[src/rtl/clk_div_prog.sv]
//----------------------------------------------------------------------------
// clk_div_prog
//
// Runtime-programmable integer clock divider with a 50 % duty cycle for both
// even and odd ratios. A posedge counter runs 0 .. D-1. A registered
// posedge waveform is high for the first floor(D/2) counts. For odd D, a
// negedge-retimed copy stretches the high phase by half a source cycle.
// Ratio changes and start/stop only take effect at period boundaries (the
// counter wrap), so the divided clock never produces runt pulses.
//
// Parameters
//   WIDTH        width of the divide ratio and the counter
//   DEFAULT_DIV  ratio in effect after reset (2 .. 2^WIDTH-1)
//
// Ports
//   clk       in   source clock
//   reset     in   asynchronous, active-high reset
//   en        in   run enable, sampled on posedge clk
//   div_in    in   requested divide ratio (0 and 1 are clamped to 2)
//   div_load  in   single-cycle strobe capturing div_in as the pending ratio
//   div_busy  out  a captured ratio is pending and not yet applied
//   div_cur   out  ratio currently in effect
//   clk_out   out  divided clock, period div_cur source cycles
//   tick      out  one-cycle pulse in the cycle where clk_out rises
//----------------------------------------------------------------------------
`timescale 1ns/1ps

module clk_div_prog #(
   parameter int WIDTH       = 8,
   parameter int DEFAULT_DIV = 4
) (
   input  logic             clk,
   input  logic             reset,
   input  logic             en,
   input  logic [WIDTH-1:0] div_in,
   input  logic             div_load,
   output logic             div_busy,
   output logic [WIDTH-1:0] div_cur,
   output logic             clk_out,
   output logic             tick
);

   localparam logic [WIDTH-1:0] DEFAULT_W = WIDTH'(DEFAULT_DIV);
   localparam logic [WIDTH-1:0] MIN_DIV   = WIDTH'(2);
   localparam logic [WIDTH-1:0] ONE       = WIDTH'(1);

   typedef enum logic {
      IDLE = 1'b0,
      RUN  = 1'b1
   } state_t;

   state_t           state;
   logic [WIDTH-1:0] cnt;
   logic [WIDTH-1:0] pend;
   logic             pos_q;
   logic             neg_q;

   logic [WIDTH-1:0] div_clamped;
   logic [WIDTH-1:0] div_last;
   logic [WIDTH-1:0] cnt_inc;
   logic [WIDTH-1:0] half_cur;
   logic             wrap;

   // Ratios below 2 cannot produce a divided clock; force them to 2.
   assign div_clamped = (div_in < MIN_DIV) ? MIN_DIV : div_in;

   // div_cur is always >= 2, so div_cur-1 never underflows and cnt+1 is only
   // formed while cnt < div_cur-1 <= 2^WIDTH-2, so it never overflows.
   assign div_last = div_cur - ONE;
   assign wrap     = (cnt == div_last);
   assign cnt_inc  = cnt + ONE;
   assign half_cur = div_cur >> 1;

   //-------------------------------------------------------------------------
   // Control FSM, counter, posedge waveform, tick and ratio registers.
   // A period always starts with cnt = 0 and pos_q high (floor(D/2) >= 1).
   //-------------------------------------------------------------------------
   always_ff @(posedge clk or posedge reset) begin
      if (reset) begin
         state    <= IDLE;
         cnt      <= '0;
         pos_q    <= 1'b0;
         tick     <= 1'b0;
         div_cur  <= DEFAULT_W;
         pend     <= DEFAULT_W;
         div_busy <= 1'b0;
      end else begin
         case (state)
            IDLE: begin
               // Nothing is being emitted, so a pending ratio can be applied
               // right away; if en is also high, the new period uses it.
               if (div_busy) begin
                  div_cur  <= pend;
                  div_busy <= 1'b0;
               end
               cnt <= '0;
               if (en) begin
                  state <= RUN;
                  pos_q <= 1'b1;
                  tick  <= 1'b1;
               end else begin
                  pos_q <= 1'b0;
                  tick  <= 1'b0;
               end
            end

            RUN: begin
               if (wrap) begin
                  // Period boundary: the only place ratio and run state change.
                  if (div_busy) begin
                     div_cur  <= pend;
                     div_busy <= 1'b0;
                  end
                  cnt <= '0;
                  if (en) begin
                     pos_q <= 1'b1;
                     tick  <= 1'b1;
                  end else begin
                     state <= IDLE;
                     pos_q <= 1'b0;
                     tick  <= 1'b0;
                  end
               end else begin
                  cnt   <= cnt_inc;
                  pos_q <= (cnt_inc < half_cur);
                  tick  <= 1'b0;
               end
            end

            default: begin
               state <= IDLE;
               cnt   <= '0;
               pos_q <= 1'b0;
               tick  <= 1'b0;
            end
         endcase

         // A load wins over the clear above: a load on the wrap edge stays
         // pending for one more full period, and back-to-back loads simply
         // overwrite the pending value.
         if (div_load) begin
            pend     <= div_clamped;
            div_busy <= 1'b1;
         end
      end
   end

   //-------------------------------------------------------------------------
   // Half-cycle delayed copy of pos_q, used to extend the high phase by half
   // a source cycle for odd ratios.
   //-------------------------------------------------------------------------
   always_ff @(negedge clk or posedge reset) begin
      if (reset) begin
         neg_q <= 1'b0;
      end else begin
         neg_q <= pos_q;
      end
   end

   // pos_q rises at a posedge while neg_q is already low, and pos_q falls a
   // half cycle before neg_q does, so the OR never glitches. div_cur only
   // changes at a wrap, where pos_q is rising and neg_q is low, so switching
   // the selection there is also clean. Reset clears both flops at once,
   // which drops clk_out without waiting for a clock edge.
   assign clk_out = div_cur[0] ? (pos_q | neg_q) : pos_q;

endmodule

[config.mk]
export PLATFORM = sky130hd
export DESIGN_NAME = clk_div_prog
export DESIGN_NICKNAME = d
export VERILOG_FILES = /design/src/rtl/clk_div_prog.sv
export SDC_FILE = /design/constraint.sdc
export NUM_CORES = 1
export LEC_CHECK = 0
export CAP_MARGIN = 20
export CORE_AREA = 4 4 91 72
export CTS_CLUSTER_SIZE = 16
export DETAILED_ROUTE_END_ITERATION = 10
export DIE_AREA = 0 0 95 76
export HOLD_SLACK_MARGIN = 0.15
export PLACE_DENSITY_LB_ADDON = 0.08
export SYNTH_ARGS = -nofsm -noshare
export SYNTH_HDL_FRONTEND = slang
export SYNTH_SLANG_ARGS = --single-unit
[constraint.sdc]
create_clock -name clk -period 3 [get_ports clk]
set_clock_uncertainty 0.05 [all_clocks]
set_input_delay 0.3 -clock clk [delete_from_list [all_inputs] [get_ports clk]]
set_output_delay 0.3 -clock clk [all_outputs]
set_load 0.05 [all_outputs]
Word-level counts from Yosys, hierarchy flattened
Index checks and enable logic that the tools add are counted.

Bits of input ports: 12. Logic and storage cells: 34. Register bits after elaboration: 29.

Multiplexer cells: 17. Bitwise operators: 2. Add/sub/neg operators: 2. $lt $le $gt $ge: 2. Eq/ne operators: 3.

Operator list (number): $mux 8 (4); $pmux 8 s2 (2); $add 8x1->8 const B (1); $eq 8x8->1 (1); $lt 8x2->1 const B (1); $lt 8x7->1 (1); $pmux 1 s2 (4); $sub 8x1->8 const B (1); $mux 1 (7); $ne 3x2->1 const B (1); $ne 2x1->1 const B (1); $not 1->1 (1); $or 1x1->1 (1).

Depth between registers and ports, before layout
Gate-level depths: netlist of the first run.

Depth after elaboration: 5. Mapped depth: 10.

==> summary.md, run 1 <==
| Metric | Value |
|---|---|
| Clock network power share | 0.152 |
| Sequential fraction of the synthesis area | 0.444 |
| Mapped Nets | 162 |
| Crit Path Max Fanout | 1 |
| Wire per inst | 14.9 um |
| Largest net degree at the start of global routing | 29 |
| Number of global-route vias before repair | 1192 |
| DR vias/cell | 4.60 |
| ANT cells | 0 |
| Crit path kind | reg2out |
| Buffers on Ports | 22 |
| Xor and xnor area share after synthesis | 0.0899 |
| Final #Nets | 187 |
| Seq cells post-synth | 29 |
| Mapped Area | 0.00164 mm^2 |
| Critical Path Start Type | flip-flop |
| Worst path slowest cell | dfrtn_1 |
| RSZ-0062 raised after global routing | no |
| First-pass GRT wire length | 6160 um |
| Worst vdd ir | 0.457 mV |
| Comb power frac | 0.546 |
| Reg2Reg Setup Slack | 460 ps |
| Die height | 76 um |
| Final core area utilization | 0.362 |
| Crit path capture type | primary output |
| Core area | 0.00565 mm^2 |
| Core Rows | 24 |
| Fin cells | 246 |
| WP data required | 2650 ps |
| Cell internal pwr | 1320 uW |
| GP Congestion | 0.757 |
| MaxCap Viol Count | 0 |
| Final Hold Viols | 0 |
| Inst Count DP | 238 |
| Number of distinct library cells after synthesis | 43 |
| Initial antenna violation count | 0 |
| Post-synthesis mux area share | 0.102 |
| PwrDens | 1140 mW/mm^2 |
| Clock root buffer | clkbuf_8 |
| ANT nets after route | 0 |
| Initial drt markers | 28 |
| Arrival @ worst endpoint | 2470 ps |
| Pleak | 0.000872 uW |
| Hold crit path type | in2async |
| All-layer global routing usage | 0.111 |
| # hold bufs at CTS | 0 |
| Post-synthesis compound-gate area fraction | 0.137 |
| Drc violations | 0 |
| Cell taking the most area after synthesis | dfrtp_1 |
| Cells after Synth | 142 |
| Gr ovfl total | 0 |
| Status | complete, no violations |
| Area share of the largest cell type after synthesis | 0.396 |
| H-tree Lvls | 2 |
| First-pass DRT Iterations | 4 |
| Crit path cell chain | a21o_1 > buf_12 |
| Largest family of logic cells by synthesized area | compound AO/OA/AOI/OAI gates |
| Top delay family on crit path | flip-flops |
| Via count | 1132 |
| Final Slew Violations | 0 |
| Yosys warnings | 0 |
| Worst-Skew Late Latency | 270 ps |
| Filler cells | 601 |
| Bufs and invs on worst path | 1 |
| Die X | 95 um |
| Post-CTS setup buffers | 0 |
| IO Pins | 23 |
| CP peak stage delay | 380 ps |
| Sw Pwr | 1010 uW |
| Dpl hpwl | 2770 um |
| Post-synth EDFFs | 0 |
| Post-synth top flop | dfrtp_1 |
| Sequential share of power | 0.302 |
| # setup viols final | 0 |
| Slew HR | 0.665 |
| Asr flop ratio synth | 1.00 |
| TritonCTS Buffers | 5 |
| Post-synthesis simple-gate area fraction | 0.117 |
| Post-CTS sizing | 0 |
| Area grow syn2layout | 24.4% |
| Synth Area in Adders | 0.0610 |
| Synth area leaders | dfrtp_1 (40%), ha_1 (6.1%), mux2_4 (5.5%) |
| Sink Count | 29 |
| Initial Util | 0.291 |
| Slew @ Worst Pin | 496 ps |
| Net Sw Frac | 0.433 |
| Max Root-Sink Buffers | 2 |
| Clock-pin slew of the registers on the worst-case setup and hold paths | 60 ps |
| Die ar. | 0.00722 mm^2 |
| Share of cells above drive strength 1 | 0.196 |
| Fin Setup TNS | 0 ps |
| Detailed Route WL | 3660 um |
| CTS tree | yes |
| Syn Area/Cell | 11.6 um^2 |
==> layout by cell type, fill, tap and decap left out, types with 2 or more instances in the layout <==
master / instances
inv_1: 12
dfstp_2: 2
nor2_1: 4
and3_1: 5
and2_1: 6
nand2_1: 3
xnor2_1: 8
mux2_4: 6
a21oi_1: 3
mux2_2: 6
ha_1: 8
o21ai_0: 2
dfrtp_1: 26
o41ai_1: 2
o21a_1: 2
o21ai_2: 2
o2111ai_1: 2
nor2b_1: 3
clkdlybuf4s50_1: 21
xor2_1: 7
a21o_1: 3
nor3_1: 2
clkbuf_8: 7
nand3_1: 5
==> per-layer routing <==
metal	up-vias	wire length, um	track usage
met5	-	0	0
met2	22	1600	0.158
met3	5	140	0.0346
met4	0	38	0.0346
met1	555	1880	0.160
li1	550	-	-
==> registers in the layout (all words and copies together), names as in the netlist <==
signal,cells
tick,1
div_cur,8
cnt,8
neg_q,1
pos_q,1
state,1
pend,8
div_busy,1
==> through the flow <==
step	setup slack, ps	total power (uW)	area [um^2]	hold WS, ps
global placement	489	1970	1940	436
detailed placement	456	1990	1940	442
global route	135	2520	2040	437
finish	182	2330	2040	388
CTS	164	2370	2040	412
floorplan	393	1670	1640	327
==> power groups by stage <==
stage          Combinational, uW  Clock, uW  Sequential [uW]
3_3_place_gp                1260          0              712
2_1_floorplan                889          0              779
6_report                    1270        355              706
5_1_grt                     1410        386              726
3_5_place_dp                1280          0              711
4_1_cts                     1290        375              708
==> final cells by class <==
type | instances | area (um^2) | share of cell area
multi-input cells | 96 | 832 | 0.407
repair buffers | 23 | 238 | 0.116
clock buffers | 7 | 96.3 | 0.0472
flip-flops and latches | 29 | 728 | 0.357
clock inverters | 1 | 5.00 | 0.00245
well taps | 78 | 97.6 | 0.0478
inverters | 12 | 45.0 | 0.0221
==> logic make-up (layout without fill, tap and decap cells) <==
group                    Yosys count  after routing
AND/OR/NAND/NOR                   33             33
flip-flops                        29             29
AO/OA/AOI/OAI                     26             26
buffers and inverters             17             43
XOR/XNOR                          16             16
multiplexers                      13             13
adder cells (fa/ha/maj)            8              8
==> Yosys cell counts (3+ instances only) <==
| cell type | count |
|---|---|
| dfrtp_1 | 26 |
| inv_1 | 12 |
| ha_1 | 8 |
| xnor2_1 | 8 |
| xor2_1 | 7 |
| and2_1 | 6 |
| mux2_2 | 6 |
| mux2_4 | 6 |
| and3_1 | 5 |
| nand3_1 | 5 |
| nor2_1 | 4 |
| a21o_1 | 3 |
| a21oi_1 | 3 |
| nand2_1 | 3 |
| nor2b_1 | 3 |
==> worst min-delay path: cells and delay by family <==
| kind | cells | cell delay (ps) |
|---|---|---|
| buf+inv | 3 | 830 |
==> final timing paths <==
path                       depth (start not counted)        from          to
max                                                2       neg_q     clk_out
min                                                3       reset        tick
max reg2reg                                        8  div_cur[0]  div_cur[4]
min reg2reg                                        1     pend[5]  div_cur[5]
max in group asynchronous                          2       reset       neg_q
min in group clk                                   1     pend[5]  div_cur[5]
(Power assumes the default switching activity.)
==> run 2, diff against run 1 <==
--- a/config.mk
+++ b/config.mk
@@ -6,10 +6,10 @@
 export NUM_CORES = 1
 export LEC_CHECK = 0
 export CAP_MARGIN = 20
-export CORE_AREA = 4 4 91 72
+export CORE_AREA = 4 4 69 55
 export CTS_CLUSTER_SIZE = 16
 export DETAILED_ROUTE_END_ITERATION = 10
-export DIE_AREA = 0 0 95 76
+export DIE_AREA = 0 0 73 59
 export HOLD_SLACK_MARGIN = 0.15
 export PLACE_DENSITY_LB_ADDON = 0.08
 export SYNTH_ARGS = -nofsm -noshare
==> run 2 against run 1 <==
Net effect: total power shrank 2.3%; die area shrank 40%; non-clock buffer count is the same; final area shrank 3.4%; clock power shrank 15%; sequential power shrank 1%; setup slack gained 6.7 ps; global-route usage grew 7.4 points; final cell count shrank 15%; hold slack lost 4.9 ps; first-iteration DRC count grew 71%; critical path type unchanged.
==> summary.md, run 2 (synthesized netlist as in run 1, its figures left out) <==
| Metric | Value |
|---|---|
| Sink Count | 29 (unchanged) |
| Crit path capture type | primary output |
| Core Rows | 18 (-25%) |
| Die height | 59 um (-22%) |
| Die ar. | 0.00431 mm^2 (-40%) |
| Slew HR | 0.660 (-0.00498) |
| Slew @ Worst Pin | 508 ps (+12.4 ps) |
| Top delay family on crit path | flip-flops |
| Number of global-route vias before repair | 1205 (+1.1%) |
| Worst R2R Path Depth | 8 (unchanged) |
| Comb power frac | 0.563 (+0.017) |
| Net Sw Frac | 0.437 (+0.00408) |
| Crit path depth | 2 (unchanged) |
| Worst path slowest cell | dfrtn_1 |
| Arrival @ worst endpoint | 2460 ps (about the same) |
| First-pass DRT Iterations | 4 (unchanged) |
| Initial drt markers | 48 (+71%) |
| Wire per inst | 15.9 um (+6.8%) |
| # hold bufs at CTS | 0 (unchanged) |
| Crit Path Max Fanout | 1 (unchanged) |
| Detailed Route WL | 3310 um (-9.7%) |
| Clock-pin slew of the registers on the worst-case setup and hold paths | 60 ps (about the same) |
| RSZ-0062 raised after global routing | no |
| Bufs and invs on worst path | 1 (unchanged) |
| PwrDens | 1160 mW/mm^2 (+1.1%) |
| Biggest regs | cnt: 8 flops, div_cur: 8 flops, pend: 8 flops |
| Status | complete, no violations |
| TritonCTS Buffers | 5 (unchanged) |
| Post-CTS setup buffers | 0 (unchanged) |
| Sequential share of power | 0.305 (+0.003) |
| Via count | 1113 (-1.7%) |
| ANT nets after route | 0 (unchanged) |
| Initial Util | 0.517 (+0.226) |
| Reg2Reg Setup Slack | 480 ps (+20 ps) |
| Crit path kind | reg2out |
| Initial antenna violation count | 0 (unchanged) |
| Most common cell after layout, fill and taps aside | dfrtp_1 |
| First-pass GRT wire length | 5950 um (-3.5%) |
| CP peak stage delay | 380 ps (about the same) |
| Post-CTS sizing | 0 (unchanged) |
| ANT cells | 0 (unchanged) |
| Worst vdd ir | 0.724 mV (+58%) |
| Most frequent cells in the layout | dfrtp_1 (26), clkdlybuf4s50_1 (21), inv_1 (12) |
| Critical Path Start Type | flip-flop |
| Max Root-Sink Buffers | 2 (unchanged) |
| CTS tree | yes |
| Buffers on Ports | 22 (unchanged) |
| Die X | 73 um (-23%) |
| MaxCap Viol Count | 0 (unchanged) |
| Cell internal pwr | 1280 uW (-3.0%) |
| Hold crit path type | in2async |
| Final core area utilization | 0.621 (+0.260) |
| WP data required | 2650 ps (about the same) |
| Largest net degree at the start of global routing | 29 (unchanged) |
| Dpl hpwl | 2430 um (-12%) |
| Share of cells above drive strength 1 | 0.179 (-0.0179) |
| DR vias/cell | 5.35 (+16%) |
| All-layer global routing usage | 0.185 (+0.0736) |
| Worst-Skew Late Latency | 280 ps (about the same) |
| H-tree Lvls | 2 (unchanged) |
| Core area | 0.00318 mm^2 (-44%) |
| IO Pins | 23 (unchanged) |
| Clock network power share | 0.132 (-0.020) |
| Fin Setup TNS | 0 ps (unchanged) |
| Final Slew Violations | 0 (unchanged) |
| GP Congestion | 0.785 (+3.6%) |
| Gr ovfl total | 0 (unchanged) |
| Final Hold Viols | 0 (unchanged) |
| Clock root buffer | clkbuf_8 |
| Drc violations | 0 (unchanged) |
| Area grow syn2layout | 20.2% |
| Crit path cell chain | a21o_1 > buf_12 |
| Final #Nets | 187 (unchanged) |
| # setup viols final | 0 (unchanged) |
| Sw Pwr | 996 uW (-1.4%) |
| Pleak | 0.000857 uW (-1.7%) |
run 2: cell types whose count changed in the layout (fill, tap and decap cells not counted), sizes merged:
cell / previous run / this run
clkbuf: 7 / 8
clkinv: 1 / 0
run 2: per-stage QoR:
stage | instances | hold slack, ps | area, um^2 | setup WS [ps] | total power, uW
floorplan | 142 | 327 | 1640 | 393 | 1670
global placement | 200 | 432 | 1890 | 492 | 1930
detailed placement | 200 | 443 | 1890 | 499 | 1980
CTS | 208 | 413 | 1970 | 184 | 2300
global route | 208 | 435 | 1970 | 157 | 2480
finish | 208 | 383 | 1970 | 189 | 2280
run 2: metal layers:
| metal | share of wire | track usage |
|---|---|---|
| met3 | 0.047 | 0.0475 |
| met4 | 0.014 | 0.0711 |
| met2 | 0.44 | 0.271 |
| met1 | 0.50 | 0.262 |
| met5 | 0 | 0 |
run 2: area by class of cell:
| type | count | area (um^2) |
|---|---|---|
| inverter | 12 | 45.0 |
| fill | 269 | 1200 |
| clock buffer | 8 | 80.1 |
| multi-input combinational | 96 | 832 |
| tap | 40 | 50.0 |
| timing repair buffer | 23 | 238 |
| sequential | 29 | 728 |
run 2: final timing paths:
kind,from,endpoint
min in group clk,pend[5],div_cur[5]
hold reg to reg,pend[5],div_cur[5]
max in group asynchronous,reset,neg_q
setup / recovery,neg_q,clk_out
hold / removal,reset,pos_q
setup reg to reg,div_cur[0],div_cur[7]
run 2: worst min-delay path: stages:
cell             delay [ps]
clkdlybuf4s50_1         390
inv_1                    80
buf_4                   340
run 2: power by group through the flow:
| stage | combinational (uW) | clock, uW | sequential, uW |
|---|---|---|---|
| 5_1_grt | 1430 | 324 | 726 |
| 3_3_place_gp | 1230 | 0 | 699 |
| 2_1_floorplan | 889 | 0 | 779 |
| 3_5_place_dp | 1280 | 0 | 702 |
| 4_1_cts | 1290 | 308 | 697 |
| 6_report | 1280 | 301 | 696 |
